## src/rtl/int_stim_pkg.sv

```systemverilog
// Shared types and constants for the interrupt stimulus generator and its
// companion monitors.
package int_stim_pkg;

  typedef enum logic [1:0] {
    IDLE   = 2'd0,
    ARMED  = 2'd1,
    DELAY  = 2'd2,
    ASSERT = 2'd3
  } state_t;

  localparam logic [1:0] CFG_TARGET = 2'd0;
  localparam logic [1:0] CFG_DELAY  = 2'd1;
  localparam logic [1:0] CFG_CTRL   = 2'd2;

  localparam int CTRL_ARM   = 0;
  localparam int CTRL_MODE  = 1;
  localparam int CTRL_REARM = 2;

  localparam logic [31:0] TARGET_PC_RST = 32'h0000_9999;

  function automatic logic [31:0] word_align(input logic [31:0] a);
    return a & 32'hffff_fffc;
  endfunction

endpackage

```

## src/rtl/int_stim_ack_det.sv

```systemverilog
// Combinational detector for a store to the interrupt-acknowledge register.
module int_stim_ack_det #(
  parameter logic [31:0] ACK_ADDR = 32'h0000_7f20
) (
  input  logic [31:0] addr,
  input  logic [3:0]  byteen,
  output logic        ack
);

  assign ack = (|byteen) && ((addr & 32'hffff_fffc) == ACK_ADDR);

endmodule

```

## src/rtl/int_stim_gen.sv

```systemverilog
// Interrupt stimulus source: raises interrupt on a PC match or after a
// programmed delay and holds it until the CPU stores to the ack register.
module int_stim_gen
  import int_stim_pkg::*;
#(
  parameter logic [31:0] ACK_ADDR  = 32'h0000_7f20,
  parameter int          CNT_W     = 16,
  parameter int          MAX_FIRES = 1
) (
  input  logic             clk,
  input  logic             reset,
  input  logic [31:0]      macroscopic_pc,
  input  logic [31:0]      m_int_addr,
  input  logic [3:0]       m_int_byteen,
  input  logic             cfg_we,
  input  logic [1:0]       cfg_sel,
  input  logic [31:0]      cfg_wdata,
  output logic             interrupt,
  output logic [CNT_W-1:0] fire_count,
  output logic             busy
);

  state_t           state_r, state_s;
  logic [31:0]      target_pc_r;
  logic [CNT_W-1:0] delay_r;
  logic [CNT_W-1:0] cnt_r, cnt_s;
  logic [CNT_W-1:0] fire_count_r, fire_count_s, fire_inc_s;
  logic             mode_r, mode_s, rearm_r, rearm_s;
  logic             interrupt_r, busy_r;
  logic             ack_s, pc_hit_s, ctrl_we_s, abort_s, again_s;

  int_stim_ack_det #(.ACK_ADDR(ACK_ADDR)) u_ack_det (
    .addr   (m_int_addr),
    .byteen (m_int_byteen),
    .ack    (ack_s)
  );

  assign pc_hit_s  = (word_align(macroscopic_pc) == word_align(target_pc_r));
  assign ctrl_we_s = cfg_we && (cfg_sel == CFG_CTRL);
  assign abort_s   = ctrl_we_s && (cfg_wdata[2:0] == 3'b000) && (state_r != IDLE);
  assign fire_inc_s = (fire_count_r == {CNT_W{1'b1}}) ? fire_count_r
                                                      : fire_count_r + {{(CNT_W-1){1'b0}}, 1'b1};
  // Rearm is decided on the post-increment count so MAX_FIRES bounds total fires.
  assign again_s = rearm_r && ((MAX_FIRES == 0) || (int'(fire_inc_s) < MAX_FIRES));

  // Next-state, counter and control-bit logic.
  always_comb begin
    state_s      = state_r;
    cnt_s        = cnt_r;
    fire_count_s = fire_count_r;
    mode_s       = mode_r;
    rearm_s      = rearm_r;
    case (state_r)
      IDLE: begin
        if (ctrl_we_s) begin
          mode_s  = cfg_wdata[CTRL_MODE];
          rearm_s = cfg_wdata[CTRL_REARM];
          if (cfg_wdata[CTRL_ARM]) begin
            fire_count_s = {CNT_W{1'b0}};
            cnt_s        = delay_r;
            state_s      = cfg_wdata[CTRL_MODE] ? DELAY : ARMED;
          end else begin
            state_s = IDLE;
          end
        end else begin
          state_s = IDLE;
        end
      end
      ARMED: begin
        if (pc_hit_s) begin
          state_s = ASSERT;
        end else begin
          state_s = ARMED;
        end
      end
      DELAY: begin
        if (cnt_r == {CNT_W{1'b0}}) begin
          state_s = ASSERT;
        end else begin
          cnt_s = cnt_r - {{(CNT_W-1){1'b0}}, 1'b1};
        end
      end
      ASSERT: begin
        if (ack_s) begin
          fire_count_s = fire_inc_s;
          cnt_s        = delay_r;
          if (again_s) begin
            state_s = mode_r ? DELAY : ARMED;
          end else begin
            state_s = IDLE;
          end
        end else begin
          state_s = ASSERT;
        end
      end
      default: begin
        state_s = IDLE;
      end
    endcase
    // A non-arm CTRL write while busy updates mode/rearm; all-zero aborts.
    if (ctrl_we_s && !cfg_wdata[CTRL_ARM] && (state_r != IDLE)) begin
      mode_s  = cfg_wdata[CTRL_MODE];
      rearm_s = cfg_wdata[CTRL_REARM];
    end else begin
      mode_s  = mode_s;
    end
    if (abort_s) begin
      state_s = IDLE;
    end else begin
      state_s = state_s;
    end
  end

  // State, configuration and registered output update.
  always_ff @(posedge clk) begin
    if (!reset) begin
      state_r      <= IDLE;
      target_pc_r  <= TARGET_PC_RST;
      delay_r      <= {CNT_W{1'b0}};
      cnt_r        <= {CNT_W{1'b0}};
      fire_count_r <= {CNT_W{1'b0}};
      mode_r       <= 1'b0;
      rearm_r      <= 1'b0;
      interrupt_r  <= 1'b0;
      busy_r       <= 1'b0;
    end else begin
      state_r      <= state_s;
      cnt_r        <= cnt_s;
      fire_count_r <= fire_count_s;
      mode_r       <= mode_s;
      rearm_r      <= rearm_s;
      interrupt_r  <= (state_s == ASSERT);
      busy_r       <= (state_s != IDLE);
      if (cfg_we && (cfg_sel == CFG_TARGET)) begin
        target_pc_r <= cfg_wdata;
      end
      if (cfg_we && (cfg_sel == CFG_DELAY)) begin
        delay_r <= cfg_wdata[CNT_W-1:0];
      end
    end
  end

  assign interrupt  = interrupt_r;
  assign fire_count = fire_count_r;
  assign busy       = busy_r;

endmodule

```

## config.mk

```make
export PLATFORM = sky130hd
export DESIGN_NAME = int_stim_gen
export DESIGN_NICKNAME = d
export VERILOG_FILES = /design/src/rtl/int_stim_pkg.sv /design/src/rtl/int_stim_ack_det.sv /design/src/rtl/int_stim_gen.sv
export SDC_FILE = /design/constraint.sdc
export NUM_CORES = 1
export LEC_CHECK = 0
export CAP_MARGIN = 20
export CORE_ASPECT_RATIO = 1.2
export CORE_UTILIZATION = 48
export DETAILED_ROUTE_END_ITERATION = 8
export GPL_TIMING_DRIVEN = 0
export PLACE_DENSITY = 0.8
export SYNTH_ARGS = -nofsm -noshare
export SYNTH_HDL_FRONTEND = slang
export SYNTH_SLANG_ARGS = --single-unit
```

## constraint.sdc

```tcl
create_clock -name clk -period 2.8 [get_ports clk]
set_clock_uncertainty 0.05 [all_clocks]
set_input_delay 0.42 -clock clk [delete_from_list [all_inputs] [get_ports clk]]
set_output_delay 0.42 -clock clk [all_outputs]
set_load 0.05 [all_outputs]
```

# --- Yosys cells after proc, flatten, opt, wreduce, memory -nomap -nowiden ---
# Cells that the tools add are included.
# Widths: inputs -> output; s select.
word_totals:
  reg_bits: 86
  latchBits: 0
  ram_bits: 0
  mem_bits_ro: 0
  output_inout_bits: 18
  n_memories: 0
classes:
  addsub: 2
  multipliers: 0
  div: 0
  n_lt_le_gt_ge: 1
  n_eq_ne: 13
  shifts: 0
  muxes: 26
  bitwise: 0
  reduce_logical: 24
ops:
  columns: ["operator", "count"]
  rows:
  - ["$mux 16", 8]
  - ["$pmux 16 s3", 1]
  - ["$pmux 16 s2", 1]
  - ["$eq 30x13->1 const B", 1]
  - ["$eq 30x30->1", 1]
  - ["$mux 2", 9]
  - ["$add 16x1->16 const B", 1]
  - ["$eq 16x16->1 const B", 1]
  - ["$logic_not 16->1", 1]
  - ["$lt 16x1->1 const B", 1]
  - ["$sub 16x1->16 const B", 1]
  - ["$reduce_bool 2->1", 5]
  - ["$logic_and 1x1->1", 9]
  - ["$eq 2x2->1 const B", 4]
  - ["$ne 2x2->1 const B", 4]
  - ["$pmux 2 s4", 1]
  - ["$mux 1", 6]
  - ["$reduce_and 5->1", 1]
  - ["$eq 2x1->1 const B", 2]
  - ["$logic_not 2->1", 2]
  - ["$reduce_and 4->1", 1]
  - ["$reduce_or 4->1", 1]
  - ["$logic_not 3->1", 1]
  - ["$reduce_bool 3->1", 1]
  - ["other kinds (2)", 2]

# --- Longest topological paths before layout ---
# Gate-level depths: netlist of the first run.
depth:
  ltp_word: 9
  depth_mapped: 10
  depth_no_buf: 9

# --- Hierarchy ---
# From an unflattened synthesis of the first run, not the netlist that was laid out.
hier_totals:
  cells_unflattened: 604
  area_unflattened_um2: 4652.0
modules_own_cells:
  columns: ["mod", "n_inst", "cells_per_inst", "area_per_inst_um2", "seq_area_each_um2"]
  rows:
  - ["int_stim_gen", 1, 592, 4549.4, 1681.6]
  - ["int_stim_ack_det", 1, 12, 102.6, 0.0]

# --- Worst setup path after synthesis of the first run ---
# OpenSTA, ideal clock, no wires.
synth_timing:
  kind: "register to register"
  startpoint: "register fire_count_r[0], in the netlist fire_count[0]"
  endpoint: "register busy_r, in the netlist busy"
  t_arrival_ns: 2.406
  path_slack_ns: 0.214
  stages_incl_launch_ff: 9
  synth_period_minus_slack_ns: 2.586
  path_cell_list: "dfxtp_1 > ha_1 > nand3_1 > nor4_2 > nor2_1 > a22oi_1 > nor4_1 > o21ai_0 > o21ai_1"
synth_via:
  elab_chain_len: 9
  elab_cells_between_ends: 10
synth_rtl:
  columns: ["element", "line_no", "rtl"]
  rows:
  - ["start, declared", "int_stim_gen.sv:27", "logic [CNT_W-1:0] fire_count_r, fire_count_s, fire_inc_s;"]
  - ["start signal, assigned", "int_stim_gen.sv:121", "fire_count_r <= {CNT_W{1'b0}};"]
  - ["start signal, assigned", "int_stim_gen.sv:129", "fire_count_r <= fire_count_s;"]
  - ["$add 16x1->16 / $eq 16x16->1 (equally long branches)", "int_stim_gen.sv:42, int_stim_gen.sv:41", null]
  - ["$mux 16 (*)", "int_stim_gen.sv:41", "assign fire_inc_s = (fire_count_r == {CNT_W{1'b1}}) ? fire_count_r"]
  - ["$lt 16x1->1 (*)", "int_stim_gen.sv:44", "assign again_s = rearm_r && ((MAX_FIRES == 0) || (int'(fire_inc_s) < MAX_FIRES));"]
  - ["$logic_and 1x1->1 (*)", "int_stim_gen.sv:44", null]
  - ["$mux 2 (*)", "int_stim_gen.sv:87", "if (again_s) begin"]
  - ["$mux 2 (*)", "int_stim_gen.sv:84", "if (ack_s) begin"]
  - ["$pmux 2 s4 (*)", "int_stim_gen.sv:53", "case (state_r)"]
  - ["$mux 2 (*)", "int_stim_gen.sv:107", "if (abort_s) begin"]
  - ["$reduce_bool 2->1 (*)", "int_stim_gen.sv:133", "busy_r <= (state_s != IDLE);"]
  - ["end signal, assigned", "int_stim_gen.sv:133", null]
  - ["end, declared", "int_stim_gen.sv:29", "logic interrupt_r, busy_r;"]
# Mark *: on every way between the ends. The rest lies on a longest branch, timed or not.
# A chain may end at the register's enable or synchronous reset.

# --- Worst setup path in the final report of the first run ---
layout_timing:
  startpoint: "input m_int_addr[4]"
  endpoint: "register cnt_r[3]"
layout_via:
  elab_chain_len: 4
layout_rtl:
  columns: ["element", "line_no", "rtl"]
  rows:
  - ["start, declared", "int_stim_gen.sv:13", "input logic [31:0] m_int_addr,"]
  - ["$eq 30x13->1", "int_stim_ack_det.sv:10", "assign ack = (|byteen) && ((addr & 32'hffff_fffc) == ACK_ADDR);"]
  - ["$logic_and 1x1->1", "int_stim_ack_det.sv:10", null]
  - ["$ne 2x2->1 (no source line)", null, null]
  - ["$reduce_and 5->1 (no source line)", null, null]
  - ["end signal, assigned", "int_stim_gen.sv:120", "cnt_r <= {CNT_W{1'b0}};"]
  - ["end signal, assigned", "int_stim_gen.sv:128", "cnt_r <= cnt_s;"]
  - ["end, declared", "int_stim_gen.sv:26", "logic [CNT_W-1:0] cnt_r, cnt_s;"]
# Every way passes these cells.

==> impl_metrics.py, run 1 <==
metrics = {
    "run_status": {
        "status": "finished, final reports clean",
    },
    "global_routing": {
        "grt_pass1_wl_um": 20730,
        "grt_max_degree": 17,
        "grt_pass1_vias": 4420,
        "grt_usage": 0.2796,
        "overflow": 0,
        "antenna_found_initial": 0,
    },
    "critical_path": {
        "cpMaxStageDelayCell": "or4_1",
        "reg2reg_to": "busy",
        "cp-end-kind": "flip-flop",
        "r2r_slack_ps": 180,
        "required_ps": 2970,
        "slowest_delay_ps": 580,
        "cp.arrival_ps": 2870,
        "crit_buf_inv": 3,
        "crit_family": "simple AND/OR/NAND/NOR gates",
        "cp_max_fo": 10,
        "start_kind": "primary input",
        "r2r_cells": 8,
        "path_class": "in -> reg",
        "rr_startpoint": "fire_count[0]",
        "cp_num_cells": 9,
        "cp_cell_sequence": "clkdlybuf4s50_1 -> nor4b_2 -> nand4_1 -> or4_1 -> buf_6 -> a22o_4 -> buf_2 -> o21ai_0 -> a21oi_1",
    },
    "yosys": {
        "netlist_instances": 578,
        "synth_seq_cells": 84,
        "synthTopCellsByArea": "dfxtp_1 38%, nand2_1 10%, a21oi_1 8.5%, xnor2_1 4.2%, nor2_1 3.6%",
        "synthMostInstantiatedCell": "nand2_1",
        "synth_edf_count": 0,
        "synth_commonest_cells": "119 x nand2_1, 84 x dfxtp_1, 75 x a21oi_1",
        "synth_nets": 685,
        "synth_area_leader_cell": "dfxtp_1",
        "async_flop_share": 0,
        "syn_area_per_cell_sq_um": 7.596,
        "ys_seq_area_frac": 0.3830,
        "ys_types": 55,
        "synthDominantCellAreaShare": 0.3830,
        "synthFlopType": "dfxtp_1",
        "synth_area_sq_um": 4390,
        "yosysWarnings": 0,
    },
    "floorplanning": {
        "die_h_um": 106.8,
        "dieArea_sq_um": 9535,
        "io_pins": 123,
        "coreArea_sq_um": 8703,
        "row_count": 37,
        "die_w_um": 89.31,
        "start_util": 0.5045,
    },
    "placed_design": {
        "placed_area_sq_um": 5713,
        "gp_congestion": 0.9039,
        "dpl_worst_slack_ps": -236.4,
        "portBuffers": 117,
        "dp_hpwl_um": 9986,
        "post-place-cells": 813,
    },
    "power": {
        "clock_power_share": 0.378,
        "vdd_ir_drop_max_v": 0.0003106,
        "leakage_nw": 2.095,
        "power.net_switching_uw": 709.4,
        "power_frac_seq": 0.471,
        "intPower_mw": 1.966,
        "netSwitchingFraction": 0.2652,
        "power_frac_comb": 0.151,
        "p_per_area_nw_per_um2": 447.7,
    },
    "route": {
        "drt_iter0_drc": 457,
        "wl_um": 13320,
        "routedWlPerCell_um": 16.07,
        "num_vias": 4796,
        "vias_per_cell": 5.785,
        "antenna_left": 0,
        "drc": 0,
        "drt-pass1-iter-count": 5,
    },
    "cts": {
        "cts_buffer_depth": 2,
        "cts-root-buf": "clkbuf_8",
        "clkLatencyLatePin_ps": 360,
        "clkTransAtPathRegs_ps": 90,
        "cts_tree": "yes",
        "clock-sinks": 84,
        "cts_made_buffers": 9,
        "htreeDepth": 3,
    },
    "sta": {
        "max_freq_mhz": 370.8,
        "whs_ps": 413.6,
        "worst_pin_slew_ps": 775.8,
        "fin_crit_ps": 2697,
        "rsz0062_at_grt": "no",
        "setup_viol": 0,
        "setup_ws_ps": 103.0,
        "post-route-period-util": 0.9632,
        "drv_slew": 0,
        "hold_violations": 0,
        "slew_headroom": 0.4780,
    },
    "worst_hold_path": {
        "hold_class": "reg -> reg",
        "hold_path_end": "delay_r[0]",
        "min_delay_path_depth": 2,
        "hp-start": "delay_r[0]",
    },
    "cells_and_area": {
        "fin_cells": 829,
        "stdcell_area_sq_um": 5976,
        "post-route-util": 0.6866,
        "syn2layout_area_growth_pct": 36.11,
        "drive_gt1_frac": 0.06742,
        "num-nets-final": 814,
        "diodes": 0,
        "nFillCells": 745,
    },
    "job": {
        "drv_cap": 0,
    },
}
-- power groups by stage --
stage | clock [mW] | sequential (mW) | combinational [mW]
6_report | 1.01 | 1.26 | 0.405
5_1_grt | 1.06 | 1.26 | 0.439
3_5_place_dp | 0 | 1.29 | 0.398
4_1_cts | 1.00 | 1.26 | 0.400
3_3_place_gp | 0 | 1.28 | 0.388
2_1_floorplan | 0 | 1.28 | 0.189
-- flip-flops by register name (all words and copies together) (netlist names), 2 cells and up --
| name | cells |
|---|---|
| delay_r | 16 |
| cnt_r | 16 |
| fire_count | 16 |
| target_pc_r | 30 |
| state_r | 2 |
-- per-stage QoR --
stage / power, mW / setup TNS, ps
after global placement: 1.672 / -3558
after detailed placement: 1.683 / -2743
after CTS: 2.662 / 0
after floorplan: 1.470 / 0
final: 2.675 / 0
after global routing: 2.766 / 0
-- cell usage in the layout, fill, tap and decap left out, drive strengths merged, types with 14 or more instances in the layout --
master,instances
nor4,17
o21ai,25
nand3,18
nand4,14
clkbuf,35
a21oi,75
clkdlybuf4s50,117
nand2,119
xnor2,21
nor3,21
nor2,42
dfxtp,84
-- worst min-delay path: cells and delay by family (launching register included) --
family / cells / cell delay, ps
AND/OR/NAND/NOR: 1 / 50
AO/OA/AOI/OAI: 1 / 50
flip-flops: 1 / 320
-- worst max-delay path by stage --
stage,startpoint,to,slack (ps)
after CTS,fire_count[0],busy,20
after detailed placement,m_int_addr[4],cnt_r[3],-240
after floorplan,fire_count[0],busy,210
after global placement,m_int_addr[4],fire_count[11],-360
after global routing,m_int_addr[3],cnt_r[3],4
final,m_int_addr[4],cnt_r[3],100
-- area by class of cell --
cell class	instances	area, sq um	area share
well taps	117	146.4	0.02450
clock buffers	9	123.9	0.02073
plain buffers	35	162.7	0.02722
inverters	9	33.78	0.005653
multi-input cells	450	2549	0.4265
clock inverters	7	102.6	0.01717
flip-flops and latches	84	1682	0.2814
repair buffers	118	1176	0.1968
-- kinds of logic (layout without fill, tap and decap cells) --
logic type      after synthesis  after routing  synth area share
simple gates                270            270            0.2972
compound gates              142            142            0.1966
flops                        84             84            0.3830
buf+inv                      44            178           0.04474
xor+xnor                     33             33           0.06583
mux                           3              3          0.006840
fa+ha+maj                     2              2          0.005699
-- per-layer routing --
metal | vias up | track usage | routed length (um)
li1 | 2313 | - | -
met1 | 2160 | 0.3472 | 5523
met2 | 283 | 0.4711 | 6312
met3 | 40 | 0.04003 | 1124
met4 | 0 | 0.1281 | 361
met5 | - | 0 | 0
-- repair_timing --
item	in CTS	in global routing
endpoints found under the hold margin	0	0
setup endpoints to repair	1	7
pin swaps	0	0
setup buffers	0	0
resized for setup	1	5
hold buffers	0	0
Note: power is estimated with default switching activity, not from simulation.
==> run 2, diff against run 1 <==
--- a/config.mk
+++ b/config.mk
@@ -10,7 +10,7 @@
 export CORE_UTILIZATION = 48
 export DETAILED_ROUTE_END_ITERATION = 8
 export GPL_TIMING_DRIVEN = 0
-export PLACE_DENSITY = 0.8
+export PLACE_DENSITY = 0.91
 export SYNTH_ARGS = -nofsm -noshare
 export SYNTH_HDL_FRONTEND = slang
 export SYNTH_SLANG_ARGS = --single-unit
==> impl_metrics.py, run 2 (same netlist as run 1, synthesis figures left out) <==
metrics = {
    "sta": {
        "hold_violations": 0,
        "fin_crit_ps": 2606,
        "rsz0062_at_grt": "no",
        "worst_pin_slew_ps": 717.9,
        "slew_headroom": 0.5170,
        "setup_viol": 0,
        "post-route-period-util": 0.9308,
        "max_freq_mhz": 383.7,
        "drv_slew": 0,
    },
    "floorplanning": {
        "start_util": 0.5045,
        "io_pins": 123,
        "die_h_um": 106.8,
        "row_count": 37,
        "coreArea_sq_um": 8703,
        "die_w_um": 89.31,
        "dieArea_sq_um": 9535,
    },
    "critical_path": {
        "cp-end-kind": "flip-flop",
        "required_ps": 2970,
        "cp_max_fo": 10,
        "slowest_delay_ps": 560,
        "path_class": "in -> reg",
        "cp.arrival_ps": 2780,
        "cpMaxStageDelayCell": "or4_1",
        "cp_cell_sequence": "clkdlybuf4s50_1 -> nor4_2 -> nand4_1 -> or4_1 -> buf_6 -> a22o_4 -> buf_2 -> o21ai_0 -> a21oi_1",
        "start_kind": "primary input",
    },
    "cts": {
        "post_cts_buffers": 0,
        "clock-sinks": 84,
        "cts_tree": "yes",
        "ctsHoldBuffers": 0,
        "clkLatencyLatePin_ps": 360,
        "cts_buffer_depth": 2,
        "htreeDepth": 3,
        "cts_made_buffers": 9,
        "clkTransAtPathRegs_ps": 90,
        "cts_resized": 0,
        "cts-root-buf": "clkbuf_8",
    },
    "route": {
        "drc": 0,
        "wl_um": 13280,
        "drt_iter0_drc": 556,
        "drt-pass1-iter-count": 6,
        "antenna_left": 0,
        "routedWlPerCell_um": 16.02,
        "num_vias": 4869,
        "vias_per_cell": 5.873,
    },
    "worst_hold_path": {
        "hold_class": "reg -> reg",
    },
    "cells_and_area": {
        "diodes": 0,
        "regMostFlops": "target_pc_r",
        "layout_commonest_cell": "nand2_1",
        "num-nets-final": 814,
        "syn2layout_area_growth_pct": 36.02,
        "fin_cells": 829,
        "drive_gt1_frac": 0.06882,
        "final_cell_mix": "119 x nand2_1, 117 x clkdlybuf4s50_1, 84 x dfxtp_1",
        "largest_reg_flops": 30,
    },
    "placed_design": {
        "gp_congestion": 0.9341,
        "portBuffers": 117,
        "post-place-cells": 813,
        "dp_hpwl_um": 10050,
    },
    "power": {
        "vdd_ir_drop_max_v": 0.0002724,
        "totalPowerFinal_mw": 2.617,
        "p_per_area_nw_per_um2": 438.2,
        "leakage_nw": 2.090,
    },
    "global_routing": {
        "overflow": 0,
        "grt_pass1_vias": 4555,
        "grt_usage": 0.2832,
        "grt_max_degree": 17,
        "grt_pass1_wl_um": 20990,
        "antenna_found_initial": 0,
    },
    "job": {
        "drv_cap": 0,
    },
    "run_status": {
        "status": "finished, final reports clean",
    },
}
run 2: final cells by class:
class | count | area, sq um
inverter | 9 | 33.78
clock inverter | 6 | 78.83
multi-input combinational | 450 | 2555
buffer | 35 | 162.7
sequential | 84 | 1682
fill | 748 | 2731
timing repair buffer | 118 | 1176
tap | 117 | 146.4
clock buffer | 10 | 137.6
run 2: per-layer routing:
layer	vias to the layer above	share of wire	track usage
li1	2310	-	-
met3	44	0.080	0.04465
met5	-	0	0
met1	2243	0.40	0.3398
met2	272	0.49	0.4836
met4	0	0.033	0.1383
run 2: per-stage QoR:
stage / setup TNS (ps) / setup WS (ps) / utilization / hold slack [ps] / instance area (sq um)
5_1_grt: 0 / 13.47 / 0.6862 / 433.5 / 5972
2_1_floorplan: 0 / 213.7 / - / 386.6 / 4390
3_5_place_dp: -3034 / -231.8 / 0.6564 / 400.8 / 5713
6_report: 0 / 193.8 / 0.6862 / 412.7 / 5972
4_1_cts: 0 / 81.27 / 0.6813 / 413.1 / 5929
3_3_place_gp: -2533 / -302.7 / 0.6558 / 395.1 / 5708
run 2: final timing paths:
kind,from,end,slack [ps],depth (start not counted)
max,m_int_addr[26],cnt_r[3],190,9
min,delay_r[0],delay_r[0],410,2
max reg2reg,cnt_r[0],cnt_r[15],250,7
min reg2reg,delay_r[0],delay_r[0],410,2
run 2: critical path: cells and delay by family:
family | cells | cell delay (ps)
AND/OR/NAND/NOR | 3 | 990
buffers and inverters | 3 | 790
AO/OA/AOI/OAI | 3 | 580
run 2: where the power goes:
part / internal [mW] / switching (mW)
combinational: 0.219 / 0.194
clock: 0.457 / 0.489
sequential: 1.23 / 0.0286
total: 1.91 / 0.711
==> run 3, diff against run 2 <==
--- a/config.mk
+++ b/config.mk
@@ -11,6 +11,7 @@
 export DETAILED_ROUTE_END_ITERATION = 8
 export GPL_TIMING_DRIVEN = 0
 export PLACE_DENSITY = 0.91
+export RECOVER_POWER = 100
 export SYNTH_ARGS = -nofsm -noshare
 export SYNTH_HDL_FRONTEND = slang
 export SYNTH_SLANG_ARGS = --single-unit
==> impl_metrics.py, run 3 (same netlist as run 1, synthesis figures left out) <==
metrics = {
    "global_routing": {
        "antenna_found_initial": 0,
        "grt_pass1_wl_um": 20990,
        "grt_pass1_vias": 4555,
        "grt_usage": 0.2832,
        "grt_max_degree": 17,
        "overflow": 0,
    },
    "placed_design": {
        "dp_hpwl_um": 10050,
        "portBuffers": 117,
        "post-place-cells": 813,
        "dpl_worst_slack_ps": -231.8,
        "gp_congestion": 0.9341,
    },
    "cells_and_area": {
        "syn2layout_area_growth_pct": 35.88,
        "final_cell_mix": "119 x nand2_1, 98 x clkdlybuf4s50_1, 84 x dfxtp_1",
        "diodes": 0,
        "largest_reg_flops": 30,
        "fin_cells": 829,
        "nFillCells": 750,
        "regMostFlops": "target_pc_r",
        "post-route-util": 0.6855,
        "drive_gt1_frac": 0.06601,
        "num-nets-final": 814,
        "multi_input_area_sq_um": 2550,
        "layout_commonest_cell": "nand2_1",
        "regArea_sq_um": 1682,
    },
    "route": {
        "antenna_left": 0,
        "drt-pass1-iter-count": 5,
        "drc": 0,
        "num_vias": 4858,
        "wl_um": 13310,
        "vias_per_cell": 5.860,
        "routedWlPerCell_um": 16.06,
        "drt_iter0_drc": 619,
    },
    "cts": {
        "ctsHoldBuffers": 0,
        "cts_buffer_depth": 2,
        "cts_resized": 0,
        "cts-root-buf": "clkbuf_8",
        "clkLatencyLatePin_ps": 360,
        "clkTransAtPathRegs_ps": 90,
        "cts_tree": "yes",
        "clock-sinks": 84,
        "htreeDepth": 3,
        "post_cts_buffers": 0,
        "cts_made_buffers": 9,
    },
    "sta": {
        "worst_pin_slew_ps": 721.6,
        "rsz0062_at_grt": "no",
        "slew_headroom": 0.5145,
        "post-route-period-util": 0.9272,
        "fin_crit_ps": 2596,
        "setup_viol": 0,
        "hold_violations": 0,
        "max_freq_mhz": 385.2,
        "drv_slew": 0,
        "setup_ws_ps": 203.8,
    },
    "power": {
        "vdd_ir_drop_max_v": 0.0002714,
        "p_per_area_nw_per_um2": 438.4,
        "leakage_nw": 2.150,
    },
    "floorplanning": {
        "dieArea_sq_um": 9535,
        "io_pins": 123,
        "row_count": 37,
        "coreArea_sq_um": 8703,
        "die_h_um": 106.8,
        "start_util": 0.5045,
        "die_w_um": 89.31,
    },
    "critical_path": {
        "cp-end-kind": "flip-flop",
        "path_class": "in -> reg",
        "cp_max_fo": 10,
        "required_ps": 2980,
        "start_kind": "primary input",
        "cp.arrival_ps": 2780,
    },
    "worst_hold_path": {
        "hold_class": "reg -> reg",
    },
    "job": {
        "drv_cap": 0,
    },
    "run_status": {
        "status": "finished, final reports clean",
    },
}
==> run 3: where the power goes <==
part / internal, mW / total [mW] / switching (mW)
Combinational: 0.218 / 0.410 / 0.192
Clock: 0.457 / 0.947 / 0.489
Sequential: 1.23 / 1.26 / 0.0285
Total: 1.91 / 2.62 / 0.710
==> run 3: path summary, 6_finish.rpt <==
kind / start / end / slack, ps / depth (start not counted)
worst max-delay path: m_int_addr[26] / cnt_r[3] / 200 / 9
worst min-delay path: delay_r[9] / delay_r[9] / 410 / 2
worst min register to register: delay_r[9] / delay_r[9] / 410 / 2
worst max register to register: cnt_r[0] / cnt_r[15] / 240 / 7
==> run 3: through the flow <==
stage               hold slack [ps]  TNS, ps  instance area (sq um)  power, mW
CTS                           413.1        0                   5929      2.614
global placement              395.1    -2533                   5708      1.674
global route                  433.5        0                   5966      2.713
detailed placement            400.8    -3034                   5713      1.686
floorplan                     386.6        0                   4390      1.470
finish                        413.0        0                   5966      2.616
==> run 3: final cells by class <==
class / instances / area share
Multi-Input combinational cell: 450 / 0.4274
Sequential cell: 84 / 0.2819
Timing Repair Buffer: 118 / 0.1969
Buffer: 35 / 0.02727
Tap cell: 117 / 0.02454
Clock buffer: 10 / 0.02307
Clock inverter: 6 / 0.01321
Inverter: 9 / 0.005663
==> run 3: routing by layer <==
layer | routed length [um] | share of wire | GRT usage
met5 | 0 | 0 | 0
met4 | 451 | 0.034 | 0.1383
met3 | 1127 | 0.085 | 0.04465
met2 | 6540 | 0.49 | 0.4836
met1 | 5193 | 0.39 | 0.3398
==> run 3: critical path, stage by stage <==
cell             delay, ps
clkdlybuf4s50_1        420
nor4_2                 290
nand4_1                140
or4_1                  560
buf_6                  170
a22o_4                 260
buf_2                  190
o21ai_0                220
a21oi_1                 90
